## src/rtl/booth_mpy_pkg.sv

```systemverilog
// Shared widths and FSM encoding for the sequential Booth multiplier.
// Latency: n/a (declarations only).
// Backpressure: n/a (declarations only).
package booth_mpy_pkg;

    localparam int WIDTH  = 32;   // operand width
    localparam int PWIDTH = 64;   // product width
    localparam int STEPS  = 32;   // one Booth step per multiplier bit

    typedef enum logic {
        IDLE = 1'b0,
        RUN  = 1'b1
    } state_t;

endpackage

```

## src/rtl/booth_mpy_step.sv

```systemverilog
// One radix-2 Booth iteration: recode {acc_lo[0], q_m1}, add/sub the
// multiplicand into the upper accumulator, then arithmetic-shift right by 1.
// Latency: combinational. Backpressure: none.
//
// Ports:
//   acc_hi, acc_lo, q_m1 : current Booth state
//   m                    : multiplicand (two's complement)
//   acc_hi_nxt, acc_lo_nxt, q_m1_nxt : state after this step
module booth_step
    import booth_mpy_pkg::*;
(
    input  logic [WIDTH:0]   acc_hi,
    input  logic [WIDTH-1:0] acc_lo,
    input  logic             q_m1,
    input  logic [WIDTH-1:0] m,
    output logic [WIDTH:0]   acc_hi_nxt,
    output logic [WIDTH-1:0] acc_lo_nxt,
    output logic             q_m1_nxt
);

    logic [WIDTH:0] m_ext;
    logic [WIDTH:0] sum;

    // One guard bit keeps the subtraction of -2^31 from overflowing.
    assign m_ext = {m[WIDTH-1], m};

    always_comb begin
        sum = acc_hi;
        case ({acc_lo[0], q_m1})
            2'b01:   sum = acc_hi + m_ext;
            2'b10:   sum = acc_hi - m_ext;
            default: sum = acc_hi;
        endcase
    end

    // Arithmetic shift of {sum, acc_lo, q_m1}, replicating the guard bit.
    assign acc_hi_nxt = {sum[WIDTH], sum[WIDTH:1]};
    assign acc_lo_nxt = {sum[0], acc_lo[WIDTH-1:1]};
    assign q_m1_nxt   = acc_lo[0];

endmodule

```

## src/rtl/booth_mpy.sv

```systemverilog
// Free-running 32x32 signed Booth multiplier; restarts whenever {a,b} change.
// Latency: product updates 32 cycles after the edge that latches new operands.
// Backpressure: none; the consumer waits >= 33 cycles after changing operands.
//
// Ports:
//   clk     : rising-edge clock
//   rst     : synchronous active-high reset
//   a, b    : signed multiplicand / multiplier
//   product : registered signed 64-bit result, only updated on completion
module booth_mpy
    import booth_mpy_pkg::*;
(
    input  logic              clk,
    input  logic              rst,
    input  logic [WIDTH-1:0]  a,
    input  logic [WIDTH-1:0]  b,
    output logic [PWIDTH-1:0] product
);

    state_t           state;
    state_t           state_nxt;
    logic [WIDTH-1:0] op_a;
    logic [WIDTH-1:0] op_b;
    logic [WIDTH:0]   acc_hi;
    logic [WIDTH-1:0] acc_lo;
    logic             q_m1;
    logic [5:0]       cnt;

    logic [WIDTH:0]   acc_hi_nxt;
    logic [WIDTH-1:0] acc_lo_nxt;
    logic             q_m1_nxt;

    logic change;
    logic last_step;
    logic done;

    // Any operand difference restarts the sequence, even mid-run.
    assign change    = ({a, b} != {op_a, op_b});
    assign last_step = (cnt == 6'(STEPS - 1));
    assign done      = (state == RUN) && !change && last_step;

    booth_step u_step (
        .acc_hi     (acc_hi),
        .acc_lo     (acc_lo),
        .q_m1       (q_m1),
        .m          (op_a),
        .acc_hi_nxt (acc_hi_nxt),
        .acc_lo_nxt (acc_lo_nxt),
        .q_m1_nxt   (q_m1_nxt)
    );

    // FSM state register
    always_ff @(posedge clk) begin
        if (rst) begin
            state <= IDLE;
        end else begin
            state <= state_nxt;
        end
    end

    // FSM next state
    always_comb begin
        state_nxt = state;
        case (state)
            IDLE: begin
                if (change) state_nxt = RUN;
            end
            RUN: begin
                if (change)         state_nxt = RUN;
                else if (last_step) state_nxt = IDLE;
            end
            default: state_nxt = IDLE;
        endcase
    end

    // Datapath: load on change, otherwise step while running.
    always_ff @(posedge clk) begin
        if (rst) begin
            op_a    <= '0;
            op_b    <= '0;
            acc_hi  <= '0;
            acc_lo  <= '0;
            q_m1    <= 1'b0;
            cnt     <= '0;
            product <= '0;
        end else if (change) begin
            op_a   <= a;
            op_b   <= b;
            acc_hi <= '0;
            acc_lo <= b;
            q_m1   <= 1'b0;
            cnt    <= '0;
        end else if (state == RUN) begin
            acc_hi <= acc_hi_nxt;
            acc_lo <= acc_lo_nxt;
            q_m1   <= q_m1_nxt;
            cnt    <= cnt + 6'd1;
            // The exact product always fits in 64 bits, so the guard bit
            // is redundant here and dropped.
            if (done) begin
                product <= {acc_hi_nxt[WIDTH-1:0], acc_lo_nxt};
            end
        end
    end

endmodule

```

## config.mk

```make
export PLATFORM = sky130hd
export DESIGN_NAME = booth_mpy
export DESIGN_NICKNAME = d
export VERILOG_FILES = /design/src/rtl/booth_mpy_pkg.sv /design/src/rtl/booth_mpy_step.sv /design/src/rtl/booth_mpy.sv
export SDC_FILE = /design/constraint.sdc
export NUM_CORES = 1
export LEC_CHECK = 0
export CAP_MARGIN = 20
export CORE_ASPECT_RATIO = 1.4
export CORE_MARGIN = 3
export CORE_UTILIZATION = 40
export CTS_CLUSTER_DIAMETER = 120
export DETAILED_ROUTE_END_ITERATION = 8
export PLACE_DENSITY = 0.69
export SLEW_MARGIN = 20
export SYNTH_ARGS = -nofsm -noshare
export SYNTH_HDL_FRONTEND = slang
export SYNTH_SLANG_ARGS = --single-unit
```

## constraint.sdc

```tcl
create_clock -name clk -period 4.8 [get_ports clk]
set_input_delay 0.72 -clock clk [delete_from_list [all_inputs] [get_ports clk]]
set_output_delay 0.72 -clock clk [all_outputs]
set_load 0.005 [all_outputs]
```

==> flow_summary_export.csv, run 1 <==
group,metric,value,unit
placed_design,place.gp.congestion,0.904,
sta,drv_slew,0,
sta,worstMarginPinSlew,681,ps
sta,min_period_over_period,93.2,%
worst_setup_path,cp_max_fo,6,
clock_network,clkTransAtPathRegs,70,ps
pwr,power_switching,1000,uW
outcome,status,"complete, no violations",
worst_setup_path,crit_type,"reg2reg",
min_path,hold_depth,2,
routing,antenna_left,0,
routing,detail_route.first_pass.iterations,4,
clock_network,cts-buffers-inserted,17,
sta,period_minus_slack,4470,ps
synth,syn_inst,1189,
synth,synth_edf_count,0,
floorplanning,core,24900,um^2
synth,synth_top_area_cell,"dfxtp_1",
synth,ys_types,63,
routing,drc,0,
synth,syn_nets,1291,
synth,yosys_warnings,0,
worst_setup_path,critPathLaunch,"op_a[2]$_SDFFE_PP0N_",
worst_setup_path,r2r_start,"op_a[2]$_SDFFE_PP0N_",
sta,holdWs,457,ps
pwr,pwr-share-clk,40.9,%
pwr,internal_power,2740,uW
worst_setup_path,worst_r2r_path_depth,20,
routing,drt_wl_total,26700,um
layout,syn_to_final_growth,21.1,%
layout,n_fill_cell,2402,
layout,final_nets,1378,
synth,synth_area,10200,um^2
grt,grt.total_usage,19.4,%
floorplanning,die_area,27600,um^2
floorplanning,start_util,41.1,%
worst_setup_path,worstSetupEndpointType,"flop",
sta,setup_viol,0,
pwr,powerDensity,302,nW/um^2
synth,ys_seq_elements,200,
grt,grt_pass1_vias,8391,
pwr,ir_drop,0.256,mV
sta,fmax,223,MHz
worst_setup_path,cp-endpoint,"acc_hi[31]$_SDFFE_PP0P_",
clock_network,tritoncts,"built",
pwr,sequentialPowerShare,46.9,%
worst_setup_path,critPathBufInv,0,
clock_network,cts_hold_buf,0,
clock_network,clkLatencyLatePin,450,ps
pwr,power,3740,uW
routing,vias_per_cell,5.22,
routing,wl_per_cell,16.6,um
worst_setup_path,path_depth,20,
worst_setup_path,required,5120,ps
synth,synth_common_cells,"dfxtp_1, nor2_1, nand2_1, a21oi_1",
pwr,comb_power_share,12.2,%
pwr,switching_share,26.8,%
placed_design,place_hpwl,20100,um
synth,synth_top_area_share,39.1,%
sta,hold_viol,0,
floorplanning,io-pin-count,130,
synth,ys_seq_area_share,39.1,%
grt,grt_start_max_net_pins,64,
floorplanning,num_rows,68,
floorplanning,die_w,141,um
grt,grt_overflow,0,
worst_setup_path,crit_path_top_delay_cell,"a311oi_1",
synth,synthFlopType,"dfxtp_1",
worst_setup_path,arrival,4800,ps
clock_network,cts.path.max_buffers,2,
synth,syn_area_per_cell,8.61,um^2
grt,grt_pass1_wl,43300,um
worst_setup_path,reg2reg_to,"acc_hi[31]$_SDFFE_PP0P_",
sta,clock_skew,13.6,ps
min_path,min_path_type,"reg2reg",
routing,vias,8394,
grt,antenna_found_initial,3,
clock_network,cts_sinks,200,
synth,async_reset_ff_share,0,%
clock_network,root_buffer,"clkbuf_16",
worst_setup_path,cp_cell_sequence,"nor4_4 -> nand2b_1 -> nor4_4 -> nand2_1 -> nor2_2 -> nand2_1 -> nor3_2 -> nor2_1 -> xnor2_1 -> ha_1 -> a21o_1 -> a21o_1 -> a21oi_1 -> o21ai_0 -> a41o_2 -> o41ai_4 -> nand3_1 -> a311oi_1 -> xnor2_1 -> nor2_1",
worst_setup_path,critical-path-max-stage-delay,400,ps
synth,synth_area_leaders,"dfxtp_1, xor2_1, nor2_1",
floorplanning,die_h,195,um
flow_run,max_cap_viol_count,0,
worst_setup_path,cp_top_family,"compound AO/OA/AOI/OAI gates",
worst_setup_path,rrSetupSlack,330,ps
placed_design,port_buffers,129,
layout,drive_gt1_share,5.66,%
worst_setup_path,cp-start-kind,"flop",
routing,drt_iter0_drc,458,
sta,tns,0,ps
sta,maxSlewHeadroom,54.6,%
pwr,power.leakage,0.00475,uW
clock_network,htreeDepth,4,
synth,synth_most_common_cell,"dfxtp_1",
-- cell families after synthesis --
family / Yosys count / synth area share (%)
mux: 42 / 4.12
xor+xnor: 127 / 10.9
simple gates: 420 / 19.8
buf+inv: 96 / 4.02
compound gates: 268 / 17.6
fa+ha+maj: 36 / 4.47
flops: 200 / 39.1
-- flip-flops by register name (all words and copies together), names as in the netlist --
name	count
acc_lo	32
cnt	6
acc_hi	32
q_m1	1
state	1
op_a	32
product	64
op_b	32
-- repair_timing --
| action | in CTS | in global routing |
|---|---|---|
| setup endpoints to repair | 0 | 7 |
| resized for setup | 0 | 4 |
| endpoints found under the hold margin | 0 | 0 |
| buffers inserted | 0 | 0 |
-- power by group through the flow --
stage | registers, uW | logic (uW) | clock network [uW]
2_1_floorplan | 1770 | 324 | 0
3_3_place_gp | 1790 | 451 | 0
3_5_place_dp | 1790 | 456 | 0
4_1_cts | 1750 | 459 | 1560
5_1_grt | 1760 | 506 | 1620
6_report | 1750 | 458 | 1530
-- stage by stage --
stage	cells	util, %	setup slack (ps)	instance area (um^2)
global placement	1572	47.1	224	11700
finish	1607	49.7	326	12400
CTS	1604	49.6	58.0	12400
floorplan	1189	-	579	10200
global route	1607	49.7	-48.6	12400
detailed placement	1572	47.1	93.0	11700
-- final cells by class --
type / count / area, um^2 / area share [%]
tap: 315 / 394 / 3.18
clock inverter: 14 / 181 / 1.46
multi-input combinational: 893 / 5850 / 47.2
antenna: 3 / 7.51 / 0.0605
clock buffer: 18 / 450 / 3.63
inverter: 18 / 67.6 / 0.545
sequential: 200 / 4010 / 32.3
timing repair buffer: 146 / 1440 / 11.6
-- metal layers --
| layer | part of all wire (%) | GRT usage, % |
|---|---|---|
| met1 | 43 | 23.2 |
| met2 | 50 | 33.6 |
| met3 | 4.4 | 4.14 |
| met4 | 2.8 | 8.15 |
| met5 | 0.060 | 0 |
-- how the worst min path moves through the flow --
stage / startpoint / to / slack (ps)
floorplan: acc_lo[1]$_SDFFE_PP0P_ / product[0]$_SDFFE_PP0P_ / 440
global placement: product[62]$_SDFFE_PP0P_ / product[62]$_SDFFE_PP0P_ / 440
detailed placement: product[33]$_SDFFE_PP0P_ / product[33]$_SDFFE_PP0P_ / 450
CTS: product[33]$_SDFFE_PP0P_ / product[33]$_SDFFE_PP0P_ / 460
global route: product[33]$_SDFFE_PP0P_ / product[33]$_SDFFE_PP0P_ / 470
finish: product[62]$_SDFFE_PP0P_ / product[62]$_SDFFE_PP0P_ / 460
-- worst register-to-register path: stages (launching register included) --
cell	delay (ps)
dfxtp_1	390
nor4_4	340
nand2b_1	160
nor4_4	200
nand2_1	110
nor2_2	210
nand2_1	120
nor3_2	200
nor2_1	80
xnor2_1	130
ha_1	350
a21o_1	240
a21o_1	190
a21oi_1	190
o21ai_0	120
a41o_2	270
o41ai_4	280
nand3_1	160
a311oi_1	400
xnor2_1	160
nor2_1	50
-- layout by cell type, fill, tap and decap left out, types with 13 or more instances in the layout --
master / netlist / routed
a211oi_1: 78 / 78
a21o_1: 22 / 22
a21oi_1: 98 / 98
buf_4: 1 / 16
clkbuf_16: 0 / 18
clkdlybuf4s50_1: 0 / 128
dfxtp_1: 200 / 199
ha_1: 35 / 35
inv_1: 18 / 18
mux2i_1: 41 / 41
nand2_1: 100 / 100
nor2_1: 157 / 156
nor2b_1: 67 / 67
nor3_1: 18 / 17
nor4_1: 21 / 19
o21ai_0: 13 / 13
xnor2_1: 49 / 49
xor2_1: 78 / 78
Note: power is estimated with default switching activity, not from simulation.
==> run 2: changes to the inputs <==
Settings changed: CORE_UTILIZATION 40 to 30, PLACE_DENSITY 0.69 to 0.56.
==> flow_summary_export.csv, run 2 (same netlist as run 1, synthesis figures left out) <==
group,metric,value,unit
floorplanning,die_area,36400,um^2
worst_setup_path,worstSetupEndpointType,"flop",
worst_setup_path,arrival,4730,ps
clock_network,root_buffer,"clkbuf_16",
grt,grt_pass1_vias,8187,
outcome,status,"complete, no violations",
worst_setup_path,path_depth,21,
layout,largest_register_ffs,64,
layout,syn_to_final_growth,22.1,%
min_path,min_path_type,"reg2reg",
clock_network,clkTransAtPathRegs,80,ps
routing,detail_route.first_pass.iterations,5,
grt,grt_start_max_net_pins,162,
pwr,powerDensity,295,nW/um^2
pwr,ir_drop,0.266,mV
sta,hold_viol,0,
floorplanning,num_rows,79,
sta,min_period_over_period,91.8,%
pwr,switching_share,27.0,%
worst_setup_path,cp_cell_sequence,"nor4_4 -> nand2b_1 -> nor4_1 -> buf_4 -> nand2_1 -> nor2_4 -> nand2_1 -> nor3_2 -> nor2_1 -> xnor2_1 -> ha_1 -> a21o_1 -> a21o_1 -> a21oi_1 -> o21ai_0 -> a41o_2 -> o41ai_4 -> nand3_1 -> a311oi_2 -> xnor2_1 -> nor2_1",
layout,drive_gt1_share,5.30,%
pwr,sequentialPowerShare,47.5,%
clock_network,cts.path.max_buffers,2,
placed_design,place_hpwl,21700,um
routing,drt_wl_total,28800,um
placed_design,port_buffers,129,
layout,final_nets,1373,
worst_setup_path,rrSetupSlack,390,ps
sta,drv_slew,0,
sta,grt_setup_unrepaired,"false",
clock_network,clkLatencyLatePin,450,ps
min_path,min_from,"product[2]$_SDFFE_PP0P_",
clock_network,tritoncts,"built",
placed_design,place.gp.congestion,0.850,
min_path,hold_depth,2,
pwr,pwr-share-clk,39.9,%
routing,drc,0,
layout,n_fill_cell,3495,
worst_setup_path,cp_max_fo,6,
sta,holdWs,454,ps
floorplanning,die_w,162,um
worst_setup_path,crit_type,"reg2reg",
routing,wl_per_cell,16.6,um
min_path,holdPathEnd,"product[2]$_SDFFE_PP0P_",
worst_setup_path,required,5120,ps
sta,clock_skew,11.5,ps
worst_setup_path,crit_path_top_delay_cell,"dfxtp_1",
sta,maxSlewHeadroom,50.6,%
routing,drt_iter0_drc,387,
floorplanning,die_h,225,um
floorplanning,io-pin-count,130,
grt,grt_pass1_wl,45100,um
worst_setup_path,critPathBufInv,1,
worst_setup_path,worst_r2r_path_depth,21,
pwr,comb_power_share,12.6,%
routing,vias_per_cell,4.79,
pwr,power_switching,995,uW
pwr,power.leakage,0.00471,uW
worst_setup_path,r2r_start,"op_a[2]$_SDFFE_PP0N_",
sta,worstMarginPinSlew,741,ps
layout,post-route-util,37.4,%
routing,antenna_left,0,
sta,period_minus_slack,4410,ps
clock_network,cts-buffers-inserted,17,
sta,tns,0,ps
worst_setup_path,critical-path-max-stage-delay,390,ps
layout,mostFrequentLayoutCells,"dfxtp_1, nor2_1, clkdlybuf4s50_1, nand2_1, a21oi_1",
grt,grt_overflow,0,
worst_setup_path,cp-start-kind,"flop",
floorplanning,start_util,30.6,%
layout,top_register,"product",
routing,vias,8289,
grt,antenna_found_initial,2,
floorplanning,core,33400,um^2
grt,grt.total_usage,15.7,%
clock_network,cts_sinks,200,
worst_setup_path,reg2reg_to,"acc_hi[31]$_SDFFE_PP0P_",
layout,final_common_cell,"dfxtp_1",
sta,fmax,227,MHz
clock_network,htreeDepth,4,
pwr,internal_power,2690,uW
flow_run,max_cap_viol_count,0,
worst_setup_path,cp_top_family,"compound AO/OA/AOI/OAI gates",
sta,setup_viol,0,
==> run 2: changes by cell type in the layout (fill, tap and decap cells not counted), moves of 2 or more <==
cell,before,now
buf_4,16,10
clkbuf_8,0,3
clkinv_2,2,0
clkinv_4,1,4
diode_2,3,1
inv_8,4,2
==> run 2: per-layer routing <==
layer | track usage, % | vias to the layer above | wire length (um)
met1 | 18.5 | 3816 | 12400
li1 | - | 4280 | -
met3 | 3.46 | 41 | 1180
met2 | 27.1 | 150 | 14200
met5 | 0 | - | 7
met4 | 7.49 | 2 | 960
==> run 2: power groups by stage <==
stage	clock network, uW	logic (uW)	registers [uW]
floorplan	0	324	1770
global placement	0	465	1790
detailed placement	0	465	1790
CTS	1530	469	1750
global route	1590	515	1760
finish	1470	464	1750
==> run 2: worst max path at each step <==
stage | endpoint | from
2_1_floorplan | acc_hi[31]$_SDFFE_PP0P_ | op_a[2]$_SDFFE_PP0N_
3_3_place_gp | acc_hi[31]$_SDFFE_PP0P_ | op_a[2]$_SDFFE_PP0N_
3_5_place_dp | acc_hi[31]$_SDFFE_PP0P_ | op_a[2]$_SDFFE_PP0N_
4_1_cts | acc_hi[31]$_SDFFE_PP0P_ | op_a[2]$_SDFFE_PP0N_
5_1_grt | acc_hi[31]$_SDFFE_PP0P_ | op_a[2]$_SDFFE_PP0N_
6_report | acc_hi[31]$_SDFFE_PP0P_ | op_a[2]$_SDFFE_PP0N_
==> run 2: stage by stage <==
stage	worst slack [ps]	total power, uW	area [um^2]	std cells
floorplan	579	2090	10200	1189
global placement	238	2250	11900	1697
detailed placement	163	2260	11900	1697
CTS	120	3750	12500	1729
global route	47.8	3860	12500	1730
finish	394	3680	12500	1730
==> run 2: cell type report <==
class | count | area [um^2] | area share [%]
clock buffers | 20 | 467 | 3.73
clock inverters | 12 | 136 | 1.09
repair buffers | 141 | 1420 | 11.3
diodes | 1 | 2.50 | 0.0200
inverters | 18 | 67.6 | 0.540
flip-flops and latches | 200 | 4010 | 32.1
well taps | 445 | 557 | 4.45
multi-input cells | 893 | 5850 | 46.8
==> run 2: what timing repair did <==
item,in CTS,in global routing
endpoints found under the setup margin,0,4
hold buffers,0,0
gates resized for setup,0,4
buffers inserted,0,0
==> run 2: worst reg2reg max path: cells and delay by family, from the launching register on <==
kind	cells	cell delay (ps)
buffers and inverters	1	180
flip-flops	1	390
XOR/XNOR	2	280
AO/OA/AOI/OAI	7	1590
AND/OR/NAND/NOR	10	1490
adder cells (fa/ha/maj)	1	350
